**config.mk**
```make
export PLATFORM = sky130hd
export DESIGN_NAME = brc_seq
export DESIGN_NICKNAME = d
export VERILOG_FILES = /design/src/rtl/brc_pkg.sv /design/src/rtl/brc_chunk_cmp.sv /design/src/rtl/brc_seq.sv
export SDC_FILE = /design/constraint.sdc
export NUM_CORES = 1
export LEC_CHECK = 0
export ABC_AREA = 1
export CAP_MARGIN = 20
export CORE_ASPECT_RATIO = 0.5
export CORE_MARGIN = 2
export CORE_UTILIZATION = 50
export CTS_BUF_LIST = sky130_fd_sc_hd__clkbuf_4 sky130_fd_sc_hd__clkbuf_8
export CTS_CLUSTER_DIAMETER = 60
export DETAILED_ROUTE_END_ITERATION = 16
export GPL_ROUTABILITY_DRIVEN = 0
export PLACE_DENSITY = 0.83
export SLEW_MARGIN = 20
export SYNTH_ARGS = -nofsm -noshare
export SYNTH_HDL_FRONTEND = slang
export SYNTH_SLANG_ARGS = --single-unit
```
**constraint.sdc**
```tcl
create_clock -name i_clk -period 5.2 [get_ports i_clk]
set_input_delay 1.3 -clock i_clk [delete_from_list [all_inputs] [get_ports i_clk]]
set_output_delay 1.3 -clock i_clk [all_outputs]
set_load 0.03 [all_outputs]
```
**src/rtl/brc_pkg.sv**
```systemverilog
// Shared types and helpers for the sequential branch comparator.
// Holds the FSM state encoding and RV32 branch funct3 codes.
package brc_pkg;

   typedef enum logic [1:0] {
      IDLE = 2'd0,
      CMP  = 2'd1,
      DONE = 2'd2
   } brc_state_e;

   localparam logic [2:0] BR_BEQ  = 3'b000;
   localparam logic [2:0] BR_BNE  = 3'b001;
   localparam logic [2:0] BR_BLT  = 3'b100;
   localparam logic [2:0] BR_BGE  = 3'b101;
   localparam logic [2:0] BR_BLTU = 3'b110;
   localparam logic [2:0] BR_BGEU = 3'b111;

   // funct3 010/011 have no branch meaning
   function automatic logic br_illegal(input logic [2:0] op);
      return (op[2:1] == 2'b01);
   endfunction

   // Branch condition from the final less/equal flags
   function automatic logic br_taken(
      input logic [2:0] op,
      input logic       less,
      input logic       equal
   );
      logic t;
      t = 1'b0;
      case (op)
         BR_BEQ:  t = equal;
         BR_BNE:  t = ~equal;
         BR_BLT:  t = less;
         BR_BGE:  t = ~less;
         BR_BLTU: t = less;
         BR_BGEU: t = ~less;
         default: t = 1'b0;
      endcase
      return t;
   endfunction

endpackage

```
**src/rtl/brc_chunk_cmp.sv**
```systemverilog
// Combinational unsigned compare of one operand chunk.
// Reused every cycle on the slice selected by the chunk index.
module brc_chunk_cmp #(
   parameter int W = 8
) (
   input  logic [W-1:0] a,
   input  logic [W-1:0] b,
   output logic         less,
   output logic         equal
);

   assign less  = (a < b);
   assign equal = (a == b);

endmodule

```
**src/rtl/brc_seq.sv**
```systemverilog
// Multi-cycle MSB-first branch comparator with early exit.
// Signed compares become unsigned by flipping both sign bits.
module brc_seq
   import brc_pkg::*;
#(
   parameter int DATA_W  = 32,
   parameter int CHUNK_W = 8
) (
   input  logic              i_clk,
   input  logic              i_rst_n,
   input  logic              i_valid,
   output logic              o_ready,
   input  logic [DATA_W-1:0] i_rs1_data,
   input  logic [DATA_W-1:0] i_rs2_data,
   input  logic [2:0]        i_br_op,
   input  logic              i_flush,
   output logic              o_valid,
   input  logic              i_ready,
   output logic              o_br_less,
   output logic              o_br_equal,
   output logic              o_br_taken,
   output logic              o_illegal
);

   localparam int NCHUNK = (CHUNK_W >= 1) ? DATA_W / CHUNK_W : 1;
   localparam int IDXW   = (NCHUNK > 1) ? $clog2(NCHUNK) : 1;

   if (CHUNK_W < 1 || CHUNK_W > DATA_W || (DATA_W % CHUNK_W) != 0) begin : g_bad_param
      $fatal(1, "brc_seq: DATA_W must be a multiple of CHUNK_W, 1 <= CHUNK_W <= DATA_W");
   end

   brc_state_e        state_q;
   brc_state_e        state_d;
   logic [IDXW-1:0]   idx_q;
   logic [DATA_W-1:0] a_q;
   logic [DATA_W-1:0] b_q;
   logic [2:0]        op_q;
   logic [DATA_W-1:0] flip;
   logic [CHUNK_W-1:0] a_chunk;
   logic [CHUNK_W-1:0] b_chunk;
   logic              c_less;
   logic              c_equal;
   logic              accept;
   logic              last;
   logic              finish;

   assign flip    = i_br_op[1] ? '0 : (DATA_W'(1) << (DATA_W - 1));
   assign a_chunk = a_q[idx_q*CHUNK_W +: CHUNK_W];
   assign b_chunk = b_q[idx_q*CHUNK_W +: CHUNK_W];

   brc_chunk_cmp #(
      .W (CHUNK_W)
   ) u_cmp (
      .a     (a_chunk),
      .b     (b_chunk),
      .less  (c_less),
      .equal (c_equal)
   );

   assign accept = (state_q == IDLE) & i_valid & ~i_flush;
   assign last   = ~c_equal | (idx_q == '0);
   assign finish = (state_q == CMP) & ~i_flush & last;

   assign o_ready = (state_q == IDLE);
   assign o_valid = (state_q == DONE);

   // State register
   always_ff @(posedge i_clk or negedge i_rst_n) begin
      if (!i_rst_n) state_q <= IDLE;
      else          state_q <= state_d;
   end

   // Next-state decode; flush always wins
   always_comb begin
      state_d = state_q;
      if (i_flush) begin
         state_d = IDLE;
      end else begin
         case (state_q)
            IDLE:    if (i_valid) state_d = CMP;
            CMP:     if (last)    state_d = DONE;
            DONE:    if (i_ready) state_d = IDLE;
            default: state_d = IDLE;
         endcase
      end
   end

   // Operand capture and chunk index walk
   always_ff @(posedge i_clk or negedge i_rst_n) begin
      if (!i_rst_n) begin
         a_q   <= '0;
         b_q   <= '0;
         op_q  <= '0;
         idx_q <= '0;
      end else if (accept) begin
         a_q   <= i_rs1_data ^ flip;
         b_q   <= i_rs2_data ^ flip;
         op_q  <= i_br_op;
         idx_q <= IDXW'(NCHUNK - 1);
      end else if (state_q == CMP && !i_flush && !last) begin
         idx_q <= idx_q - 1'b1;
      end
   end

   // Result registers load only on a committed CMP->DONE edge
   always_ff @(posedge i_clk or negedge i_rst_n) begin
      if (!i_rst_n) begin
         o_br_less  <= 1'b0;
         o_br_equal <= 1'b0;
         o_br_taken <= 1'b0;
         o_illegal  <= 1'b0;
      end else if (finish) begin
         o_br_less  <= c_less;
         o_br_equal <= c_equal;
         o_br_taken <= br_taken(op_q, c_less, c_equal);
         o_illegal  <= br_illegal(op_q);
      end
   end

endmodule

```
# Word-level counts from Yosys, hierarchy flattened
# Cells that the tools add are included.
[word_totals]
ff_bits = 75
elab_cells = 55
[op_classes]
add_sub_neg = 1
magnitude_cmp = 1
eq_ne = 12
n_shift = 2
mux = 9
bitwise = 10
reduce_logical = 11
[ops]
columns = ["op", "n"]
rows = [
  ["32-bit by 6-bit indexed part select with 8-bit output", 2],
  ["32-bit bitwise XOR", 2],
  ["32-bit 2-to-1 mux", 1],
  ["3-bit equality test, second input constant", 4],
  ["2-bit 2-to-1 mux", 6],
  ["8-bit equality test", 1],
  ["8-bit < comparator", 1],
  ["3-bit by 2-bit != test with 1-bit output, second input constant", 2],
  ["2-bit case mux with 3 select lines", 1],
  ["1-bit bitwise AND", 4],
  ["2-bit by 1-bit equality test with 1-bit output, second input constant", 2],
  ["2-bit logical NOT", 2],
  ["1-bit case mux with 4 select lines", 1],
  ["2-bit OR reduction", 2],
  ["3-bit by 1-bit equality test with 1-bit output, second input constant", 1],
  ["3-bit logical NOT", 1],
  ["3-bit != test, second input constant", 1],
  ["1-bit NOT", 3],
  ["3-bit AND reduction", 1],
  ["2-bit equality test, second input constant", 1],
  ["1-bit logical AND", 2],
  ["1-bit logical NOT", 2],
  ["2-bit nonzero test", 1],
  ["2-bit by 1-bit subtractor with 2-bit output, second input constant", 1],
  ["1-bit bitwise OR", 1],
]

# Longest topological paths before layout
# Gate-level depths: netlist of the first run.
[logic_depth]
ltp_word = 8
ltp_mapped = 17
depth_no_buf = 15

# Cells and area by module
# From an unflattened synthesis of the first run, not the netlist that was laid out.
[hier_totals]
hier_cells = 464
hier_area_um2 = 3578.4
[by_module_without_submodules]
columns = ["module", "instances", "cells_per_inst", "area_per_inst_um2", "seq_area_each_um2"]
rows = [
  ["brc_seq", 1, 427, 3357.0, 1876.8],
  ["brc_chunk_cmp", 1, 37, 221.5, 0.0],
]

# Worst setup path after synthesis of the first run
# OpenSTA, ideal clock, no wires.
[synth_timing]
kind = "register to output"
from = "register state_q[0]"
to = "output port o_valid"
arrival_ns = 0.835
required_ns = 3.900
path_slack_ns = 3.065
path_stages_with_launch = 2
path_buffers = 0
path_cell_list = "dfrtp_1 > nor2_1"
[synth_between]
elab_chain_cells = 1
[synth_lines]
columns = ["item", "line_no", "source"]
rows = [
  ["start, declared", "brc_seq.sv:32", "brc_state_e state_q;"],
  ["start signal, assigned", "brc_seq.sv:70", "else state_q <= state_d;"],
  ["2-bit equality test", "brc_seq.sv:65", "assign o_valid = (state_q == DONE);"],
  ["end, declared", "brc_seq.sv:17", "output logic o_valid,"],
]
# No other way between the ends.

# Worst setup path in the final report of the first run
[layout_timing]
from = "input port i_flush"
to = "register idx_q[1]"
[layout_between]
elab_chain_cells = 4
[layout_lines]
columns = ["item", "line_no", "source"]
rows = [
  ["start, declared", "brc_seq.sv:16", "input logic i_flush,"],
  ["1-bit logical NOT", "brc_seq.sv:100", "end else if (state_q == CMP && !i_flush && !last) begin"],
  ["1-bit logical AND (2 in a row)", "brc_seq.sv:100", ""],
  ["2-bit nonzero test (no line)", "-", ""],
  ["end signal, assigned", "brc_seq.sv:99", "idx_q <= IDXW'(NCHUNK - 1);"],
  ["end signal, assigned", "brc_seq.sv:101", "idx_q <= idx_q - 1'b1;"],
  ["end, declared", "brc_seq.sv:34", "logic [IDXW-1:0] idx_q;"],
]
# Several ways; a longest one is shown, not always the timed one.
# A chain may end at the register's enable or synchronous reset.

==> qor.yml, run 1 <==
crit_arrival_ps: 3150
postSynthAreaPerCell_um2: 7.90
synth_top_area_share_pct: 52.9
ys_seq_elements: 75
die_w_um: 123
viasPerCell: 5.09
post_synth_xor_area_fraction_pct: 0.494
die_area_um2: 7830
wl_mm: 8.28
io_buffer_count: 77
cts_sinks: 75
fmax_mhz: 342
cts_inserted_buffers: 9
num_antenna_cells: 0
power_switching_uw: 488
start_util_pct: 52.3
power.share.switching_pct: 30.0
io_pins: 78
place_ws_ps: 2120
detail_route.iter0.violations: 249
cts_setup_buffers: 0
h-tree-depth: 3
clock-skew-final_ps: 8.67
yosys.area_share.simple_pct: 29.3
synth_seq_area_share_pct: 52.9
synth_top_flop_cell: "sky130_fd_sc_hd__dfrtp_1"
synth_fp_nets: 530
post_cts_resized: 0
synth.top_cells.by_count: "243 x sky130_fd_sc_hd__nand2_1, 75 x sky130_fd_sc_hd__dfrtp_1, 26 x sky130_fd_sc_hd__o21ai_0"
area_growth_pct: 27.7
synth_async_sr_flop_share_pct: 100
yosys.cell_types.count: 20
timing_max_transition_violations_final: 0
report.final.setup_viol: 0
ant_nets: 0
placed_area_um2: 4330
yosys.area_share.adder_pct: 3.17
final.period_utilization_pct: 56.2
p_int_uw: 1140
clock_insertion_delay_worst_skew_ps: 360
worst_r2r_startpoint: "idx_q[1]"
cap_viol_max_count: 0
worst_setup_hold_path_clk_slew_ps: 70
worst_reg_to_reg_setup_slack_ps: 2510
hold_end: "a_q[21]"
area_fraction_in_compound_gates_after_synthesis_pct: 9.38
dr_total_vias: 3119
yosys.area.top_type: "sky130_fd_sc_hd__dfrtp_1"
start_to_end_type_of_the_worst_setup_path: "in -> reg"
globalRouteMet2Util_pct: 33.8
slew_at_the_pin_with_the_worst_max_slew_slack_ps: 882
cp_data_required_time_ps: 5430
main_combinational_cell_family_by_area_after_synthesis: "simple AND/OR/NAND/NOR gates"
antenna_found_initial: 0
final.min_clock_period_ps: 2920
power.share.sequential_pct: 46.7
timing.hold.worst.class: "reg -> reg"
ys_warnings: 0
crit_path_end_kind: "flip-flop"
cts_hold_repair.buffers: 0
grt_first_pass_wirelength_mm: 13.7
fp.coreArea_um2: 6780
power_density_nw_per_um2: 358
hold_depth: 2
grt.overflow.total: 0
fill_cells: 599
worst_r2r_endpoint: "idx_q[1]"
result_of_the_run: "finished, final reports clean"
dp_hpwl_mm: 5.59
setup_slack_ps: 2280
via_count_of_the_first_global_routing_pass: 2878
wire_per_inst_um: 13.5
clock-root-buffer: "sky130_fd_sc_hd__clkbuf_8"
grt_start_max_net_pins: 70
share_clk_of_total_power_pct: 28.2
final_layout_size_suffix_gt1_share_pct: 4.99
pwr-share-comb_pct: 25.0
drt_pass1_iterations: 5
chipHeight_um: 63.6
finish.net_count: 597
std_cell_rows: 21
globalRoute.busiestLayer: "met2"
final.setup.tns_ps: 0
hold_violations: 0
crit_fanout: 69
post-synth-top-count-cell: "sky130_fd_sc_hd__nand2_1"
worst_ir_drop_vdd_mv: 0.162
synth-edff-count: 0
drc_markers: 0
cellLeakagePower_uw: 0.00227
synthMuxAreaShare_pct: 0
globalRouteMet3Util_pct: 6.43
cts.path.max_buffers: 2
synth.area.top_cells: "sky130_fd_sc_hd__dfrtp_1 53%, sky130_fd_sc_hd__nand2_1 26%, sky130_fd_sc_hd__o21ai_0 3.7%"
min_from: "a_q[21]"
finalInstanceArea_um2: 4530
start_kind: "input pin"
clock_tree_from_tritoncts: "built"
netlist_instances: 449
unrepaired_setup_endpoints_after_global_routing: "no"
synth.cell_area_um2: 3550
slew-limit-headroom_pct: 41.1
grt_util_met1_pct: 33.0
worst_r2r_path_depth: 11
grt_overall_usage_pct: 23.2
-- worst max path at each step --
| stage | start | end | slack, ps | cells after the start |
|---|---|---|---|---|
| floorplan | state_q[0] | o_valid | 3060 | 1 |
| global placement | i_flush | op_q[2] | 2200 | 5 |
| detailed placement | i_flush | op_q[2] | 2120 | 5 |
| CTS | state_q[0] | o_valid | 2260 | 2 |
| global route | i_flush | idx_q[0] | 2100 | 6 |
| finish | i_flush | idx_q[1] | 2280 | 6 |
-- state kept, by name, summed over array words and instances, names as in the netlist --
register	flops
a_q	32
b_q	32
op_q	3
idx_q	2
state_q	2
o_br_equal	1
o_br_less	1
o_br_taken	1
o_illegal	1
-- stage by stage --
stage | power, uW | std cells | utilization [%] | hold WS (ps)
floorplan | 1010 | 449 | - | 444
global placement | 1160 | 597 | 63.8 | 459
detailed placement | 1170 | 597 | 63.8 | 467
CTS | 1630 | 613 | 66.8 | 486
global route | 1730 | 613 | 66.8 | 497
finish | 1620 | 613 | 66.8 | 482
-- power by group through the flow --
stage | logic [uW] | registers (uW) | clock network (uW)
6_report | 407 | 759 | 458
5_1_grt | 460 | 771 | 495
4_1_cts | 408 | 758 | 467
3_5_place_dp | 407 | 766 | 0
3_3_place_gp | 392 | 767 | 0
2_1_floorplan | 243 | 769 | 0
-- area by class of cell --
type / instances / area [um2] / area share, %
clock buffers: 14 / 168 / 3.70
clock inverters: 2 / 35.0 / 0.773
multi-input cells: 339 / 1500 / 33.2
well taps: 92 / 115 / 2.54
flip-flops and latches: 75 / 1880 / 41.4
inverters: 11 / 42.5 / 0.939
repair buffers: 80 / 788 / 17.4
-- routing by layer --
layer / share of wire (%) / up-vias
met5: 0 / -
met4: 1.8 / 0
met3: 5.2 / 14
met2: 44 / 73
met1: 49 / 1475
li1: - / 1557
-- placed cells by master (no fill, tap or decap) --
cell	synthesis	final
sky130_fd_sc_hd__nand3_1	4	4
sky130_fd_sc_hd__buf_4	0	3
sky130_fd_sc_hd__a21o_1	1	1
sky130_fd_sc_hd__nand3_2	1	1
sky130_fd_sc_hd__inv_2	3	2
sky130_fd_sc_hd__xor2_1	2	2
sky130_fd_sc_hd__a21oi_1	13	13
sky130_fd_sc_hd__o22ai_1	8	8
sky130_fd_sc_hd__nand2_1	243	243
sky130_fd_sc_hd__nor2_1	21	21
sky130_fd_sc_hd__bufinv_16	0	1
sky130_fd_sc_hd__clkbuf_4	0	4
sky130_fd_sc_hd__inv_1	8	8
sky130_fd_sc_hd__buf_2	15	1
sky130_fd_sc_hd__o21ai_0	26	26
sky130_fd_sc_hd__dfrtp_1	75	75
sky130_fd_sc_hd__clkinv_2	0	2
sky130_fd_sc_hd__clkdlybuf4s50_1	0	76
sky130_fd_sc_hd__ha_1	9	9
sky130_fd_sc_hd__a32o_1	8	8
sky130_fd_sc_hd__nor2_2	2	2
sky130_fd_sc_hd__clkbuf_8	0	10
sky130_fd_sc_hd__nand3b_1	1	1
-- critical path: stages --
cell and delay, ps:
sky130_fd_sc_hd__clkdlybuf4s50_1 480, sky130_fd_sc_hd__inv_1 70, sky130_fd_sc_hd__nand3_2 90, sky130_fd_sc_hd__clkinv_2 670
sky130_fd_sc_hd__a21oi_1 400, sky130_fd_sc_hd__o21ai_0 140
-- kinds of logic (layout without fill, tap and decap cells) --
kind of cell	after synthesis	after routing
compound gates	56	56
xor+xnor	2	2
fa+ha+maj	9	9
buf+inv	35	107
flops	75	75
simple gates	272	272
No activity file was read; power rests on OpenSTA's default activity.
==> inputs of run 2 (changes only) <==
- clock period: 5.2 -> 3 ns (I/O delays scaled with it)
==> run 2 against run 1 <==
Largest power group unchanged. Clock-buffer cell count is 1 lower. Design area rose by 0.41%. Critical path type is now reg -> reg. Die area unchanged. Routed wire length decreased by 1.3%.
==> qor.yml, run 2 (synthesis results as in run 1) <==
slew_at_the_pin_with_the_worst_max_slew_slack_ps: 631
start_kind: "flip-flop"
hold_violations: 0
cts_inserted_buffers: 9
layout.cells.non_filler: 614
antenna_found_initial: 0
leading_cell_types_in_the_layout_fill_and_taps_excluded: "243 x sky130_fd_sc_hd__nand2_1, 76 x sky130_fd_sc_hd__clkdlybuf4s50_1, 75 x sky130_fd_sc_hd__dfrtp_1, 26 x sky130_fd_sc_hd__o21ai_0, 21 x sky130_fd_sc_hd__nor2_1"
worst_ir_drop_vdd_mv: 0.263
cellLeakagePower_uw: 0.00228
cts_sinks: 75
cts_setup_buffers: 0
cts_hold_repair.buffers: 0
final_layout_size_suffix_gt1_share_pct: 5.17
report.final.setup_viol: 0
grt_first_pass_wirelength_mm: 13.7
fp.coreArea_um2: 6780
clock-skew-final_ps: 12.9
die_w_um: 123
place_ws_ps: 445
fmax_mhz: 383
design_power_total_uw: 2750
num_antenna_cells: 0
viasPerCell: 4.96
clock-root-buffer: "sky130_fd_sc_hd__clkbuf_8"
h-tree-depth: 3
final.min_clock_period_ps: 2610
post_cts_resized: 0
final.period_utilization_pct: 87.0
start_to_end_type_of_the_worst_setup_path: "reg -> reg"
worst_setup_hold_path_clk_slew_ps: 80
dp_hpwl_mm: 5.95
wire_per_inst_um: 13.3
clock_insertion_delay_worst_skew_ps: 360
grt.overflow.total: 0
start_util_pct: 52.3
placed_instances: 599
crit_fanout: 33
final.setup.tns_ps: 0
via_count_of_the_first_global_routing_pass: 2885
result_of_the_run: "finished, final reports clean"
crit_path_end_kind: "flip-flop"
drt_pass1_iterations: 4
cts.path.max_buffers: 2
clock_tree_from_tritoncts: "built"
reg.largest.list: "a_q: 32 flops, b_q: 32 flops, op_q: 3 flops"
area_growth_pct: 28.2
grt_start_max_net_pins: 69
drc_markers: 0
wl_mm: 8.17
chipHeight_um: 63.6
cp_data_required_time_ps: 3240
grt_overall_usage_pct: 23.3
finish.net_count: 599
setup_slack_ps: 389
power_density_nw_per_um2: 605
cap_viol_max_count: 0
io_pins: 78
most_common_library_cell_in_the_layout_ignoring_fill_and_taps: "sky130_fd_sc_hd__nand2_1"
timing_max_transition_violations_final: 0
dr_total_vias: 3046
unrepaired_setup_endpoints_after_global_routing: "no"
slew-limit-headroom_pct: 57.9
ant_nets: 0
die_area_um2: 7830
crit_arrival_ps: 2850
std_cell_rows: 21
io_buffer_count: 77
timing.hold.worst.class: "in -> async"
detail_route.iter0.violations: 221
run 2: stage by stage:
| stage | cell area [um2] | utilization (%) | hold slack [ps] |
|---|---|---|---|
| finish | 4550 | 67.1 | 288 |
| global route | 4550 | 67.1 | 306 |
| detailed placement | 4370 | 64.4 | 462 |
| CTS | 4550 | 67.1 | 283 |
| global placement | 4370 | 64.4 | 460 |
| floorplan | 3550 | - | 444 |
run 2: final cells by class:
cell class,instances,area [um2]
well taps,92,115
flip-flops and latches,75,1880
clock inverters,2,10.0
fillers,566,2230
multi-input cells,339,1500
repair buffers,82,828
clock buffers,13,173
inverters,11,41.3
run 2: path summary, 6_finish.rpt:
| check | start | to | slack, ps | cells past startpoint |
|---|---|---|---|---|
| max | idx_q[0] | idx_q[0] | 390 | 11 |
| min | i_rst_n | b_q[0] | 290 | 1 |
| max reg2reg | idx_q[0] | idx_q[0] | 390 | 11 |
| min reg2reg | a_q[12] | a_q[12] | 480 | 2 |
| max in group asynchronous | i_rst_n | o_br_less | 2090 | 2 |
| min in group i_clk | a_q[12] | a_q[12] | 480 | 2 |
run 2: metal layers:
layer,share of wire [%],wire length [um],vias to the layer above,track usage [%]
met4,1.4,114,0,8.38
met3,5.9,486,11,6.43
met1,48,3890,1410,33.3
met2,45,3680,69,34.1
li1,-,-,1556,-
met5,0,0,-,0
run 2: power breakdown:
part	total, uW	internal, uW	switching (uW)
combinational	697	324	373
clock	725	370	355
sequential	1330	1200	125
run 2: critical path: stages (launching register included):
cell                       delay [ps]
sky130_fd_sc_hd__dfrtp_1          520
sky130_fd_sc_hd__inv_2            430
sky130_fd_sc_hd__nand2_1          110
sky130_fd_sc_hd__a32o_1           250
sky130_fd_sc_hd__ha_1             290
sky130_fd_sc_hd__nand2_1           70
sky130_fd_sc_hd__nor2_1           220
sky130_fd_sc_hd__nand3b_1         180
sky130_fd_sc_hd__inv_1             80
sky130_fd_sc_hd__nand2_1          100
sky130_fd_sc_hd__a21oi_1          140
sky130_fd_sc_hd__o21ai_0           90
==> inputs of run 3 (changes only) <==
--- a/config.mk
+++ b/config.mk
@@ -10,3 +10,3 @@
 export CORE_ASPECT_RATIO = 0.5
-export CORE_MARGIN = 2
+export CORE_MARGIN = 1
 export CORE_UTILIZATION = 50
==> constraint.sdc (replaced) <==
create_clock -name i_clk -period 3 [get_ports i_clk]
set_input_delay 0.6 -clock i_clk [delete_from_list [all_inputs] [get_ports i_clk]]
set_output_delay 0.6 -clock i_clk [all_outputs]
set_load 0.03 [all_outputs]
==> run 3 against run 2 <==
Global-route usage increased by 1.1 points. Combinational power rose by 2%. Via count rose by 2.2%. Register-to-register slack about the same. Sequential cell count unchanged. Routed wire length grew 0.12%. Hold slack got worse by 51 ps. Critical path depth unchanged. First-iteration DRC count fell by 8.1%. Power grew 4.6%. Clock power is 15% higher. Critical path type unchanged.
==> qor.yml, run 3 (synthesis results as in run 1) <==
cts_sinks: 75
worst_setup_hold_path_clk_slew_ps: 70
result_of_the_run: "finished, final reports clean"
start_to_end_type_of_the_worst_setup_path: "reg -> reg"
crit_path_leading_delay_family: "compound AO/OA/AOI/OAI gates"
final.period_utilization_pct: 87.1
final.min_clock_period_ps: 2610
chipHeight_um: 61.6
power_density_nw_per_um2: 630
reg.largest.list: "a_q: 32 flops, b_q: 32 flops, op_q: 3 flops"
worst_ir_drop_vdd_mv: 0.369
drt_pass1_iterations: 6
io_pins: 78
grt_start_max_net_pins: 76
cp_data_required_time_ps: 3240
num_antenna_cells: 0
cts_setup_buffers: 0
viasPerCell: 5.07
die_w_um: 121
report.final.setup_viol: 0
cellLeakagePower_uw: 0.00229
grt.overflow.total: 0
timing.hold.worst.class: "in -> async"
slew-limit-headroom_pct: 57.9
cts_inserted_buffers: 9
grt_first_pass_wirelength_mm: 13.2
worst_r2r_endpoint: "idx_q[1]"
finish.net_count: 598
fp.coreArea_um2: 6780
die_area_um2: 7460
antenna_found_initial: 0
clock_tree_from_tritoncts: "built"
clock-skew-final_ps: 5.91
worst_r2r_path_depth: 11
std_cell_rows: 21
start_kind: "flip-flop"
post_cts_resized: 0
ant_nets: 0
leading_cell_types_in_the_layout_fill_and_taps_excluded: "243 x sky130_fd_sc_hd__nand2_1, 76 x sky130_fd_sc_hd__clkdlybuf4s50_1, 75 x sky130_fd_sc_hd__dfrtp_1, 26 x sky130_fd_sc_hd__o21ai_0, 21 x sky130_fd_sc_hd__nor2_1"
wl_mm: 8.18
unrepaired_setup_endpoints_after_global_routing: "no"
cts_hold_repair.buffers: 0
cap_viol_max_count: 0
fill_cells: 558
drc_markers: 0
grt_overall_usage_pct: 24.4
worst_reg_to_reg_setup_slack_ps: 390
worst_r2r_startpoint: "idx_q[0]"
final.setup.tns_ps: 0
start_util_pct: 52.3
via_count_of_the_first_global_routing_pass: 2812
crit_fanout: 33
fmax_mhz: 383
dp_hpwl_mm: 5.71
io_buffer_count: 77
critical-path-slowest-cell: "sky130_fd_sc_hd__dfrtp_1"
path_cells: "inv_2 > o21ai_0 > o22ai_1 > ha_1 > nand2_1 > nor2_2 > nand3b_1 > inv_1 > nand2_1 > a21oi_1 > o21ai_0"
hold_violations: 0
clock-root-buffer: "sky130_fd_sc_hd__clkbuf_8"
final_layout_size_suffix_gt1_share_pct: 5.17
crit_arrival_ps: 2860
clock_insertion_delay_worst_skew_ps: 360
dr_total_vias: 3112
area_growth_pct: 28.8
postLayoutCoreUtil_pct: 67.4
slew_at_the_pin_with_the_worst_max_slew_slack_ps: 632
most_common_library_cell_in_the_layout_ignoring_fill_and_taps: "sky130_fd_sc_hd__nand2_1"
h-tree-depth: 3
cts.path.max_buffers: 2
crit_path_end_kind: "flip-flop"
path_buf_inv: 2
wire_per_inst_um: 13.3
cp_slowest_stage_delay_ps: 580
detail_route.iter0.violations: 203
timing_max_transition_violations_final: 0
## run 3: power by group
group          switching, uW  internal [uW]
sequential               127           1200
clock                    364            471
combinational            387            325
## run 3: per-layer routing
| layer | wire (um) | vias to the layer above | track usage, % |
|---|---|---|---|
| li1 | - | 1558 | - |
| met1 | 3830 | 1453 | 32.8 |
| met2 | 3740 | 94 | 37.5 |
| met3 | 543 | 7 | 9.17 |
| met4 | 69 | 0 | 7.41 |
| met5 | 0 | - | 0 |
## run 3: metrics by stage
step	cell area, um2	std cells	worst slack, ps	hold slack, ps	power [uW]
4_1_cts	4570	614	436	261	2890
6_report	4570	614	386	237	2880
3_3_place_gp	4360	598	644	459	2020
2_1_floorplan	3550	449	914	304	1750
5_1_grt	4570	614	191	289	3050
3_5_place_dp	4360	598	481	461	2050
## run 3: worst max path at each step
stage / slack [ps] / from / to / cells after the start
after floorplan: 910 / idx_q[0] / idx_q[0] / 13
after global placement: 640 / idx_q[0] / idx_q[0] / 11
after detailed placement: 480 / idx_q[0] / idx_q[1] / 11
after CTS: 440 / idx_q[0] / idx_q[1] / 11
after global routing: 190 / idx_q[0] / idx_q[1] / 11
final: 390 / idx_q[0] / idx_q[1] / 11
## run 3: worst register-to-register path, cell delays in order, from the launching register on
cell	delay [ps]
sky130_fd_sc_hd__dfrtp_1	580
sky130_fd_sc_hd__inv_2	310
sky130_fd_sc_hd__o21ai_0	290
sky130_fd_sc_hd__o22ai_1	160
sky130_fd_sc_hd__ha_1	310
sky130_fd_sc_hd__nand2_1	70
sky130_fd_sc_hd__nor2_2	190
sky130_fd_sc_hd__nand3b_1	140
sky130_fd_sc_hd__inv_1	80
sky130_fd_sc_hd__nand2_1	100
sky130_fd_sc_hd__a21oi_1	160
sky130_fd_sc_hd__o21ai_0	100
## run 3: layout make-up
type	count	area (um2)	share of cell area [%]
Timing Repair Buffer	81	821	18.0
Multi-Input combinational cell	339	1500	32.9
Sequential cell	75	1880	41.1
Tap cell	92	115	2.52
Inverter	11	41.3	0.904
Clock inverter	6	80.1	1.75
Clock buffer	10	131	2.88
